--- config.mk ---
export PLATFORM = sky130hd
export DESIGN_NAME = pzcorebus_request_beat_tracker
export DESIGN_NICKNAME = d
export VERILOG_FILES = /design/src/rtl/pzcorebus_request_beat_tracker.sv
export SDC_FILE = /design/constraint.sdc
export NUM_CORES = 1
export LEC_CHECK = 0
export BUFFER_PORTS_ARGS = -buffer_cell sky130_fd_sc_hd__buf_2
export CAP_MARGIN = 20
export CORE_MARGIN = 3
export CORE_UTILIZATION = 40
export CTS_CLUSTER_DIAMETER = 60
export DETAILED_ROUTE_END_ITERATION = 6
export GPL_ROUTABILITY_DRIVEN = 0
export MAX_ROUTING_LAYER = met4
export PLACE_DENSITY = 0.6
export SKIP_CTS_REPAIR_TIMING = 1
export SKIP_LAST_GASP = 1
export SLEW_MARGIN = 20
export SYNTH_ARGS = -nofsm -noshare
export SYNTH_HDL_FRONTEND = slang
export SYNTH_SLANG_ARGS = --single-unit
export TNS_END_PERCENT = 20
--- constraint.sdc ---
create_clock -name i_clk -period 5.8 [get_ports i_clk]
set_input_delay 0.58 -clock i_clk [delete_from_list [all_inputs] [get_ports i_clk]]
set_output_delay 0.58 -clock i_clk [all_outputs]
set_load 0.1 [all_outputs]
--- src/rtl/pzcorebus_request_beat_tracker.sv ---
// pzcorebus_request_beat_tracker
// Tracks expected write-data beat counts against observed data bursts.
//   i_cmd_push  : command with data accepted this cycle, i_cmd_beats beats expected
//   i_beat      : data beat accepted this cycle, i_last = its mdata_last
//   o_error     : combinational pulse; last-beat mismatch or queue overflow this cycle
// Data may lead its command: complete bursts seen before any command entry are
// queued as observed beat counts and matched against command entries in order.
module pzcorebus_request_beat_tracker #(
  parameter int BEAT_W = 5
)(
  input  logic              i_clk,
  input  logic              i_rst_n,
  input  logic              i_cmd_push,
  input  logic [BEAT_W-1:0] i_cmd_beats,
  input  logic              i_beat,
  input  logic              i_last,
  output logic              o_error
);
  localparam int             DEPTH      = 4;
  localparam int             PTR_W      = 2;
  localparam logic [PTR_W:0] FULL_COUNT = 3'd4;

  logic [BEAT_W-1:0] cmd_fifo_r  [DEPTH];
  logic [BEAT_W-1:0] lead_fifo_r [DEPTH];
  logic [PTR_W-1:0]  cmd_wr_r, cmd_rd_r, lead_wr_r, lead_rd_r;
  logic [PTR_W:0]    cmd_cnt_r, lead_cnt_r;
  logic [BEAT_W-1:0] beat_cnt_r;

  logic              cmd_empty_s, cmd_full_s, lead_empty_s, lead_full_s;
  logic [BEAT_W-1:0] head_s;
  logic              head_valid_s, inline_s, exp_last_s, inline_end_s, match_s;
  logic              cmd_pop_s, cmd_write_s, cmd_store_s;
  logic              lead_write_s, lead_store_s, lead_pop_s;

  // Queue status, head selection (bypass of a same-cycle push) and error detection
  always_comb begin
    cmd_empty_s  = (cmd_cnt_r == '0);
    cmd_full_s   = (cmd_cnt_r == FULL_COUNT);
    lead_empty_s = (lead_cnt_r == '0);
    lead_full_s  = (lead_cnt_r == FULL_COUNT);
    head_s       = cmd_empty_s ? i_cmd_beats : cmd_fifo_r[cmd_rd_r];
    head_valid_s = !cmd_empty_s || i_cmd_push;
    // Inline checking only when no earlier data-first burst is still waiting.
    inline_s     = i_beat && head_valid_s && lead_empty_s;
    exp_last_s   = (beat_cnt_r == (head_s - BEAT_W'(1)));
    inline_end_s = inline_s && (i_last || exp_last_s);
    match_s      = !cmd_empty_s && !lead_empty_s;
    cmd_pop_s    = (inline_end_s && !cmd_empty_s) || match_s;
    cmd_write_s  = i_cmd_push && !(inline_end_s && cmd_empty_s);
    cmd_store_s  = cmd_write_s && (!cmd_full_s || cmd_pop_s);
    lead_write_s = i_beat && !inline_s && i_last;
    lead_pop_s   = match_s;
    lead_store_s = lead_write_s && (!lead_full_s || lead_pop_s);
    o_error      = (inline_s && (i_last != exp_last_s)) ||
                   (match_s && (lead_fifo_r[lead_rd_r] != cmd_fifo_r[cmd_rd_r])) ||
                   (cmd_write_s && !cmd_store_s) ||
                   (lead_write_s && !lead_store_s);
  end

  // Queue storage, pointers, occupancy and the running beat counter
  always_ff @(posedge i_clk or negedge i_rst_n) begin
    if (!i_rst_n) begin
      for (int i = 0; i < DEPTH; i++) begin
        cmd_fifo_r[i]  <= '0;
        lead_fifo_r[i] <= '0;
      end
      cmd_wr_r   <= '0;
      cmd_rd_r   <= '0;
      lead_wr_r  <= '0;
      lead_rd_r  <= '0;
      cmd_cnt_r  <= '0;
      lead_cnt_r <= '0;
      beat_cnt_r <= '0;
    end else begin
      if (cmd_store_s) begin
        cmd_fifo_r[cmd_wr_r] <= i_cmd_beats;
        cmd_wr_r             <= cmd_wr_r + PTR_W'(1);
      end
      if (cmd_pop_s) begin
        cmd_rd_r <= cmd_rd_r + PTR_W'(1);
      end
      if (lead_store_s) begin
        lead_fifo_r[lead_wr_r] <= beat_cnt_r + BEAT_W'(1);
        lead_wr_r              <= lead_wr_r + PTR_W'(1);
      end
      if (lead_pop_s) begin
        lead_rd_r <= lead_rd_r + PTR_W'(1);
      end
      cmd_cnt_r  <= cmd_cnt_r + {{PTR_W{1'b0}}, cmd_store_s} - {{PTR_W{1'b0}}, cmd_pop_s};
      lead_cnt_r <= lead_cnt_r + {{PTR_W{1'b0}}, lead_store_s} - {{PTR_W{1'b0}}, lead_pop_s};
      if (i_beat) begin
        beat_cnt_r <= (inline_end_s || lead_write_s) ? '0 : beat_cnt_r + BEAT_W'(1);
      end
    end
  end

endmodule

Word-level counts from Yosys, hierarchy flattened:

Cells that the tools add are included.

* input bits: 10
* output and inout bits: 1
* logic and storage cells: 90
* register bits: 59

* $lt $le $gt $ge: 6
* reductions and logical operators: 36
* bitwise gates (word level): 4
* $add $sub $neg: 10
* equality and inequality tests: 5
* multiplexer cells: 14

Operators by type and width (count)
* bitwise mux 20 bit: 2
* two-way mux 5 bit: 8
* binary-select mux 5 bit (select 2 bit): 2
* demux 5 bit (select 2 bit): 2
* logical AND 1 bit: 17
* >= comparator 3 bit (second input constant): 4
* NOT 2 -> 3 bit: 4
* logical OR 1 bit: 9
* adder 2 x 1 -> 2 bit (second input constant): 4
* zero test 1 bit: 8
* adder 3 x 1 -> 3 bit: 2
* == test 3 bit (second input constant): 2
* zero test 3 bit: 2
* < comparator 3 x 1 -> 1 bit (second input constant): 2
* subtractor 3 x 1 -> 3 bit: 2
* adder 5 x 1 -> 5 bit (second input constant): 1
* == test 5 bit: 1
* != test 5 bit: 1
* subtractor 5 x 1 -> 5 bit (second input constant): 1
* != test 1 bit: 1

Longest topological paths before layout:

Gate-level depths: netlist (run 1).

* word-level depth: 17
* depth in mapped cells: 20

Worst setup path before layout (run 1):

OpenSTA, ideal clock, no wires.

* kind: reg2out
* from: reg cmd_cnt_r[1]
* to: out o_error
* stages on the path, launching flop included: 13
* setup slack: 1260 ps
* data arrival time: 3960 ps
* data required time: 5220 ps
* cells stage by stage: dfrtp_1 -> nor3_2 -> mux2i_1 -> ha_1 -> xor2_1 -> xnor2_1 -> nor3_1 -> nand3_1 -> ha_1 -> and2b_1 -> nor4_1 -> a31oi_1 -> o211ai_1

* longest elaborated chain between the ends: 14
* elaborated cells on any way between the ends: 35
* those cells by class: 1 x add/sub; 3 x eq/ne; 1 x mux; 30 x reduce/logical

Ends and longest elaborated chain
* from (decl): line 26 `logic [PTR_W:0] cmd_cnt_r, lead_cnt_r;`
* from (signal assigned): line 89 `cmd_cnt_r <= cmd_cnt_r + {{PTR_W{1'b0}}, cmd_store_s} - {{PTR_W{1'b0}}, cmd_pop_s};`
* zero test 3 bit: line 37 `cmd_empty_s = (cmd_cnt_r == '0);`
* two-way mux 5 bit or zero test 1 bit (tied branches)
* subtractor 5 x 1 -> 5 bit or logical OR 1 bit (tied branches): line 45, 42
* == test 5 bit or logical AND 1 bit (tied branches): line 45, 44
* logical OR 1 bit or logical AND 1 bit (tied branches): line 46, 44
* logical AND 1 bit: line 46 `inline_end_s = inline_s && (i_last || exp_last_s);`
* logical AND 1 bit (on tied branches): line 49, 48
* zero test 1 bit or logical OR 1 bit (tied branches): line 49, 48
* logical AND 1 bit or logical OR 1 bit (tied branches): line 49, 50
* logical AND 1 bit: line 50 `cmd_store_s = cmd_write_s && (!cmd_full_s || cmd_pop_s);`
* zero test 1 bit: line 56 `(cmd_write_s && !cmd_store_s) ||`
* logical AND 1 bit: line 56
* logical OR 1 bit: line 55 `(match_s && (lead_fifo_r[lead_rd_r] != cmd_fifo_r[cmd_rd_r])) ||`
* logical OR 1 bit (*): line 56
* to (decl): line 17 `output logic o_error`

Mark *: on every way between the ends. The rest lies on a longest branch, timed or not.

Final worst setup path (run 1):

* from: reg cmd_rd_r[0]
* to: reg cmd_cnt_r[2]

* longest elaborated chain between the ends: 15
* elaborated cells on any way between the ends: 18
* those cells by class: 3 x add/sub; 1 x eq/ne; 4 x mux; 1 x bitwise; 9 x reduce/logical

Ends and longest elaborated chain
* from (decl): line 25 `logic [PTR_W-1:0] cmd_wr_r, cmd_rd_r, lead_wr_r, lead_rd_r;`
* from (signal assigned): line 80 `cmd_rd_r <= cmd_rd_r + PTR_W'(1);`
* NOT 2 -> 3 bit (implied by the code) (*): line 41 `head_s = cmd_empty_s ? i_cmd_beats : cmd_fifo_r[cmd_rd_r];`
* binary-select mux 5 bit (select 2 bit) (*): line 41
* two-way mux 5 bit (implied by the code) (*) (2 in a row): line 41
* two-way mux 5 bit (*): line 41
* subtractor 5 x 1 -> 5 bit (*): line 45 `exp_last_s = (beat_cnt_r == (head_s - BEAT_W'(1)));`
* == test 5 bit (*): line 45
* logical OR 1 bit (*): line 46
* logical AND 1 bit (*): line 46
* logical AND 1 bit (on tied branches): line 49, 48
* zero test 1 bit or logical OR 1 bit (tied branches): line 49, 48
* logical AND 1 bit or logical OR 1 bit (tied branches): line 49, 50
* logical AND 1 bit: line 50
* adder 3 x 1 -> 3 bit: line 89
* subtractor 3 x 1 -> 3 bit (*): line 89

Mark *: on every way between the ends. The rest lies on a longest branch, timed or not. The select of a mux whose other input is x is not followed.
A chain may end at the register's enable or synchronous reset.

==> flow_summary.toml, run 1 <==
[synthesis]
synth_top_cell_by_area = "dfrtp_1"
ys_seq_elements = 59
ys.flop_type = "dfrtp_1"
synth_commonest_cells = "dfrtp_1, nand2_1, inv_1"
async_flop_share = 1.00
ys_types = 40
synthTopCellsByArea = "dfrtp_1, mux4_2, mux2_2"
netlist_area_mm2 = 0.00310
yosysTopAreaCellShare = 0.477
synth-edff-count = 0
synth_cells = 253
syn_area_per_cell_um2 = 12.2
ys_seq_area_frac = 0.477
yosysMostFrequentCell = "dfrtp_1"
syn_nets = 280
ys.warnings.count = 0

[power_and_ir_drop]
leakage_nw = 1.50
ir_drop_v = 0.000485
powerDensity_mw_per_mm2 = 594

[timing]
slew_viol_final = 0
fin_crit_sh = 0.760
fin_crit_ps = 4410
grt_setup_unrepaired = "no"
fmaxAchievable_mhz = 227
maxSlewHeadroom = 0.482
skew_ps = 7.70
setup_viol = 0
fin_tns_setup_ps = 0
worst_pin_slew_ps = 776
finalHoldViolations = 0

[finish]
ff_latch_area_mm2 = 0.00148
antenna_cells = 0
nets = 295
syn_to_final_growth_pct = 10.2
fillers = 696
drive_above_1_share = 0.238
final_area_mm2 = 0.00341
multiInputGateArea_mm2 = 0.00151

[die]
start_util = 0.420
ioPinCount = 11
core_area_mm2 = 0.00737
die_h_um = 94.0
die_w_um = 94.0
fp-row-count = 31
die-area_mm2 = 0.00884

[clock_network]
insertion_delay_ps = 330
clkTransAtPathRegs_ps = 70
cts_made_buffers = 9
cts.htree.levels = 3
cts_buffer_depth = 2
cts_sinks = 59
cts_tree = "done"
root_buffer = "clkbuf_8"

[setup_path]
path_class = "register to register"
required_ps = 6010
cp_data_arrival_time_ps = 4620
cp_max_fo = 8
cp-end-kind = "register"
start_kind = "register"

[detailed_routing]
wl_mm = 5.78
drc = 0
vias_per_cell = 4.84
wl_per_cell_um = 15.5
dr.pass1.iters = 4
num_vias = 1800
drtIter0Drc = 61
ant_nets = 0

[run_status]
outcome = "complete, no violations"

[place]
placed_cell_area_mm2 = 0.00324
io_buffers = 10
dp_hpwl_mm = 4.12

[global_routing]
grt_usage = 0.152
grt_pass1_wl_mm = 9.72
grt_max_degree = 60
antenna_found_initial = 0
first_global_vias = 1902
grt_overflow = 0

[worst_hold_path]
hold_path_class = "primary input to async pin"

[run]
maxCapViolCount = 0
## metrics by stage
stage	worst slack (ps)	hold slack (ps)	instances	total power, mW	utilization
final	1390	392	372	2.03	0.463
after global routing	1040	441	372	2.20	0.463
after CTS	1340	426	372	2.06	0.463
after detailed placement	1370	473	356	1.71	0.440
after global placement	1470	457	356	1.68	0.440
after floorplan	1260	284	253	1.52	-
## critical path, cell delays in order, from the launching register on
cell	delay, ps
dfrtp_1	580
mux4_2	580
mux2i_1	270
ha_1	240
xor2_1	190
xnor2_1	80
nor3_1	180
nand3_1	110
ha_1	190
and2b_1	250
xnor2_1	120
a31oi_4	290
inv_1	70
ha_1	270
inv_1	60
ha_1	120
inv_1	50
fa_1	380
xnor2_1	150
xnor2_1	130
## power by group
part | total [mW] | internal (mW) | switching [mW] | leakage (nW)
logic | 0.942 | 0.463 | 0.479 | 0.675
registers | 0.755 | 0.593 | 0.162 | 0.735
clock network | 0.330 | 0.177 | 0.153 | 0.0905
## cells by family after synthesis
kind of cell | share of synthesized area
flip-flops | 0.477
adder cells (fa/ha/maj) | 0.0735
AND/OR/NAND/NOR | 0.0852
multiplexers | 0.184
XOR/XNOR | 0.0763
AO/OA/AOI/OAI | 0.0666
buffers and inverters | 0.0376
## flip-flops by register name, summed over array words and instances, names as in the netlist
signal / count
beat_cnt_r: 5
cmd_cnt_r: 3
cmd_fifo_r: 20
cmd_rd_r: 2
cmd_wr_r: 2
lead_cnt_r: 3
lead_fifo_r: 20
lead_rd_r: 2
lead_wr_r: 2
## final timing paths
check	start	end	slack (ps)	depth (start not counted)
setup / recovery	cmd_rd_r[0]	cmd_cnt_r[2]	1390	19
hold / removal	i_rst_n	cmd_fifo_r[18]	390	2
setup reg to reg	cmd_rd_r[0]	cmd_cnt_r[2]	1390	19
hold reg to reg	lead_fifo_r[14]	lead_fifo_r[14]	490	2
max in group asynchronous	i_rst_n	lead_fifo_r[16]	4890	2
min in group i_clk	lead_fifo_r[14]	lead_fifo_r[14]	490	2
## area by class of cell
cell class	count	share of cell area
Sequential cell	59	0.432
Timing Repair Buffer	11	0.0169
Clock inverter	2	0.00293
Multi-Input combinational cell	166	0.441
Inverter	21	0.0231
Tap cell	99	0.0363
Clock buffer	14	0.0476
## cells in the final DEF, fill, tap and decap left out, drive strengths merged, types with 2 or more instances in the layout
| cell | n |
|---|---|
| mux2 | 24 |
| xnor2 | 20 |
| dfrtp | 59 |
| and2 | 2 |
| ha | 15 |
| mux2i | 6 |
| inv | 21 |
| a31oi | 2 |
| nor3 | 3 |
| clkinv | 2 |
| xor2 | 7 |
| nand2 | 25 |
| mux4 | 10 |
| o22ai | 3 |
| o31ai | 2 |
| buf | 11 |
| fa | 2 |
| clkbuf | 14 |
| o21ai | 20 |
| nand3 | 10 |
| nor2 | 4 |
| o211ai | 2 |
## metal layers
| layer | up-vias | GRT usage | part of all wire |
|---|---|---|---|
| met5 | - | - | 0 |
| met4 | 0 | 0.0505 | 0.0092 |
| met3 | 7 | 0.0473 | 0.029 |
| met2 | 20 | 0.219 | 0.45 |
| met1 | 874 | 0.205 | 0.51 |
| li1 | 899 | - | - |
No activity file was read; power rests on OpenSTA's default activity.
==> inputs of run 2 (changes only) <==
PLACE_DENSITY = 0.62   (was 0.6)
clock period = 4 ns   (was 5.8 ns; I/O delays follow)
==> run 2 against run 1 <==
  * Maximum frequency is 14% higher
  * Non-clock buffer count is 12 higher
  * Sequential power is 42% higher
  * Utilization is 2.9 points higher
  * Wire length is 2.0% higher
  * First-iteration DRC count is 56% higher
  * Die area stayed put
  * Sequential share of layout area is 2.5 points lower
  * Design area is 6.2% higher
  * Largest power group unchanged
==> flow_summary.toml, run 2 (synthesis results as in run 1) <==
[setup_path]
critical-path-max-stage-delay_ps = 540
rr_worst_depth = 19
startpoint = "cmd_rd_r[0]"
cp_common_cell = "inv_1"
required_ps = 4230
start_kind = "register"
cp_max_fo = 4
cp_data_arrival_time_ps = 4080
crit_slowest_cell = "mux4_2"
path_cells = "mux4_2, mux2i_2, ha_2, xor2_2, xnor2_1, nor3_1, nand3_1, ha_2, and2b_2, xnor2_2, a31oi_4, inv_1, ha_1, inv_1, ha_1, inv_1, fa_2, xnor2_2, xnor2_1"
reg2reg_slack_ps = 140
critical_path.endpoint = "cmd_cnt_r[2]"
r2r_start = "cmd_rd_r[0]"
path_class = "register to register"
r2r-end = "cmd_cnt_r[2]"
cp-end-kind = "register"

[global_routing]
antenna_found_initial = 0
grt_pass1_wl_mm = 10.3
grt_usage = 0.160
grt_max_degree = 32
grt_overflow = 0
first_global_vias = 1976

[timing]
slew_viol_final = 0
worst_pin_slew_ps = 705
setup_slack_ps = 141
maxSlewHeadroom = 0.526
finalHoldViolations = 0
setup_viol = 0
whs_ps = 94.4
grt_setup_unrepaired = "yes"
fin_crit_ps = 3860
fmaxAchievable_mhz = 259
fin_crit_sh = 0.965
skew_ps = 8.08

[die]
die_w_um = 94.0
die-area_mm2 = 0.00884
die_h_um = 94.0
core_area_mm2 = 0.00737
start_util = 0.420
fp-row-count = 31
ioPinCount = 11

[finish]
syn_to_final_growth_pct = 17.0
drive_above_1_share = 0.323
antenna_cells = 0
final_area_mm2 = 0.00362
nets = 307
fillers = 688
final_cell_mix = "dfrtp_1, nand2_1, inv_1"
final_common_cell = "dfrtp_1"
layout.cells.non_filler = 384
reg_top3 = "cmd_fifo_r x20, lead_fifo_r x20, beat_cnt_r x5"

[detailed_routing]
vias_per_cell = 4.90
dr.pass1.iters = 4
num_vias = 1880
ant_nets = 0
wl_per_cell_um = 15.3
wl_mm = 5.89
drc = 0
drtIter0Drc = 95

[place]
dp_hpwl_mm = 4.27
dpl_worst_slack_ps = -38.6
placed_cell_area_mm2 = 0.00334
io_buffers = 10
placed_cells = 366

[power_and_ir_drop]
leakage_nw = 1.61
powerDensity_mw_per_mm2 = 907
p_total_mw = 3.29
ir_drop_v = 0.000780

[clock_network]
cts_made_buffers = 9
root_buffer = "clkbuf_8"
cts_buffer_depth = 2
clkTransAtPathRegs_ps = 70
cts.htree.levels = 3
insertion_delay_ps = 340
cts_sinks = 59
cts_tree = "done"

[run]
maxCapViolCount = 0

[worst_hold_path]
hold_path_class = "primary input to async pin"

[run_status]
outcome = "complete, no violations"
run 2: cell count changes in the layout (fill, tap and decap cells not counted), moves of 2 or more:
| cell | change |
|---|---|
| buf_4 | +12 |
| bufinv_16 | +2 |
| clkbuf_1 | -3 |
| ha_1 | -2 |
| ha_2 | +2 |
| mux2i_1 | -2 |
| mux2i_2 | +2 |
| xnor2_1 | -2 |
| xnor2_2 | +2 |
run 2: worst max-delay path: cells and delay by family, from the launching register on:
kind / cells / cell delay, ps
adder cells (fa/ha/maj): 5 / 1160
AO/OA/AOI/OAI: 1 / 140
AND/OR/NAND/NOR: 3 / 390
flip-flops: 1 / 410
multiplexers: 2 / 770
buffers and inverters: 3 / 160
XOR/XNOR: 5 / 700
run 2: area by class of cell:
class                           instances  area, um2  area share
Clock buffer                           11        151      0.0418
Inverter                               21       78.8      0.0217
Tap cell                               99        124      0.0342
Clock inverter                          5       75.1      0.0207
Sequential cell                        59       1480       0.408
Timing Repair Buffer                   23        163      0.0449
Multi-Input combinational cell        166       1560       0.429
run 2: how the worst min path moves through the flow:
| stage | startpoint | to | slack (ps) | cells past startpoint |
|---|---|---|---|---|
| 4_1_cts | i_rst_n | cmd_fifo_r[13] | 110 | 1 |
| 3_5_place_dp | lead_fifo_r[5] | lead_fifo_r[5] | 470 | 2 |
| 5_1_grt | i_rst_n | cmd_fifo_r[13] | 140 | 1 |
| 6_report | i_rst_n | cmd_fifo_r[13] | 90 | 1 |
| 3_3_place_gp | lead_fifo_r[1] | lead_fifo_r[1] | 460 | 2 |
| 2_1_floorplan | i_rst_n | beat_cnt_r[0] | 100 | 0 |
run 2: power breakdown:
part           leakage [nW]  switching (mW)  total [mW]  internal, mW
combinational         0.752           0.777        1.61         0.829
sequential            0.734           0.204        1.07         0.862
clock                 0.119           0.235       0.616         0.381
run 2: through the flow:
step | util | TNS [ps]
floorplan | - | -274
global placement | 0.453 | 0
detailed placement | 0.453 | -38.6
CTS | 0.484 | -74.4
global route | 0.492 | -83.6
finish | 0.492 | 0
run 2: per-layer routing:
metal | up-vias | wire length, um | GRT usage
li1 | 930 | - | -
met1 | 920 | 2930 | 0.224
met2 | 20 | 2700 | 0.221
met3 | 10 | 147 | 0.0409
met4 | 0 | 118 | 0.0686
met5 | - | 0 | -
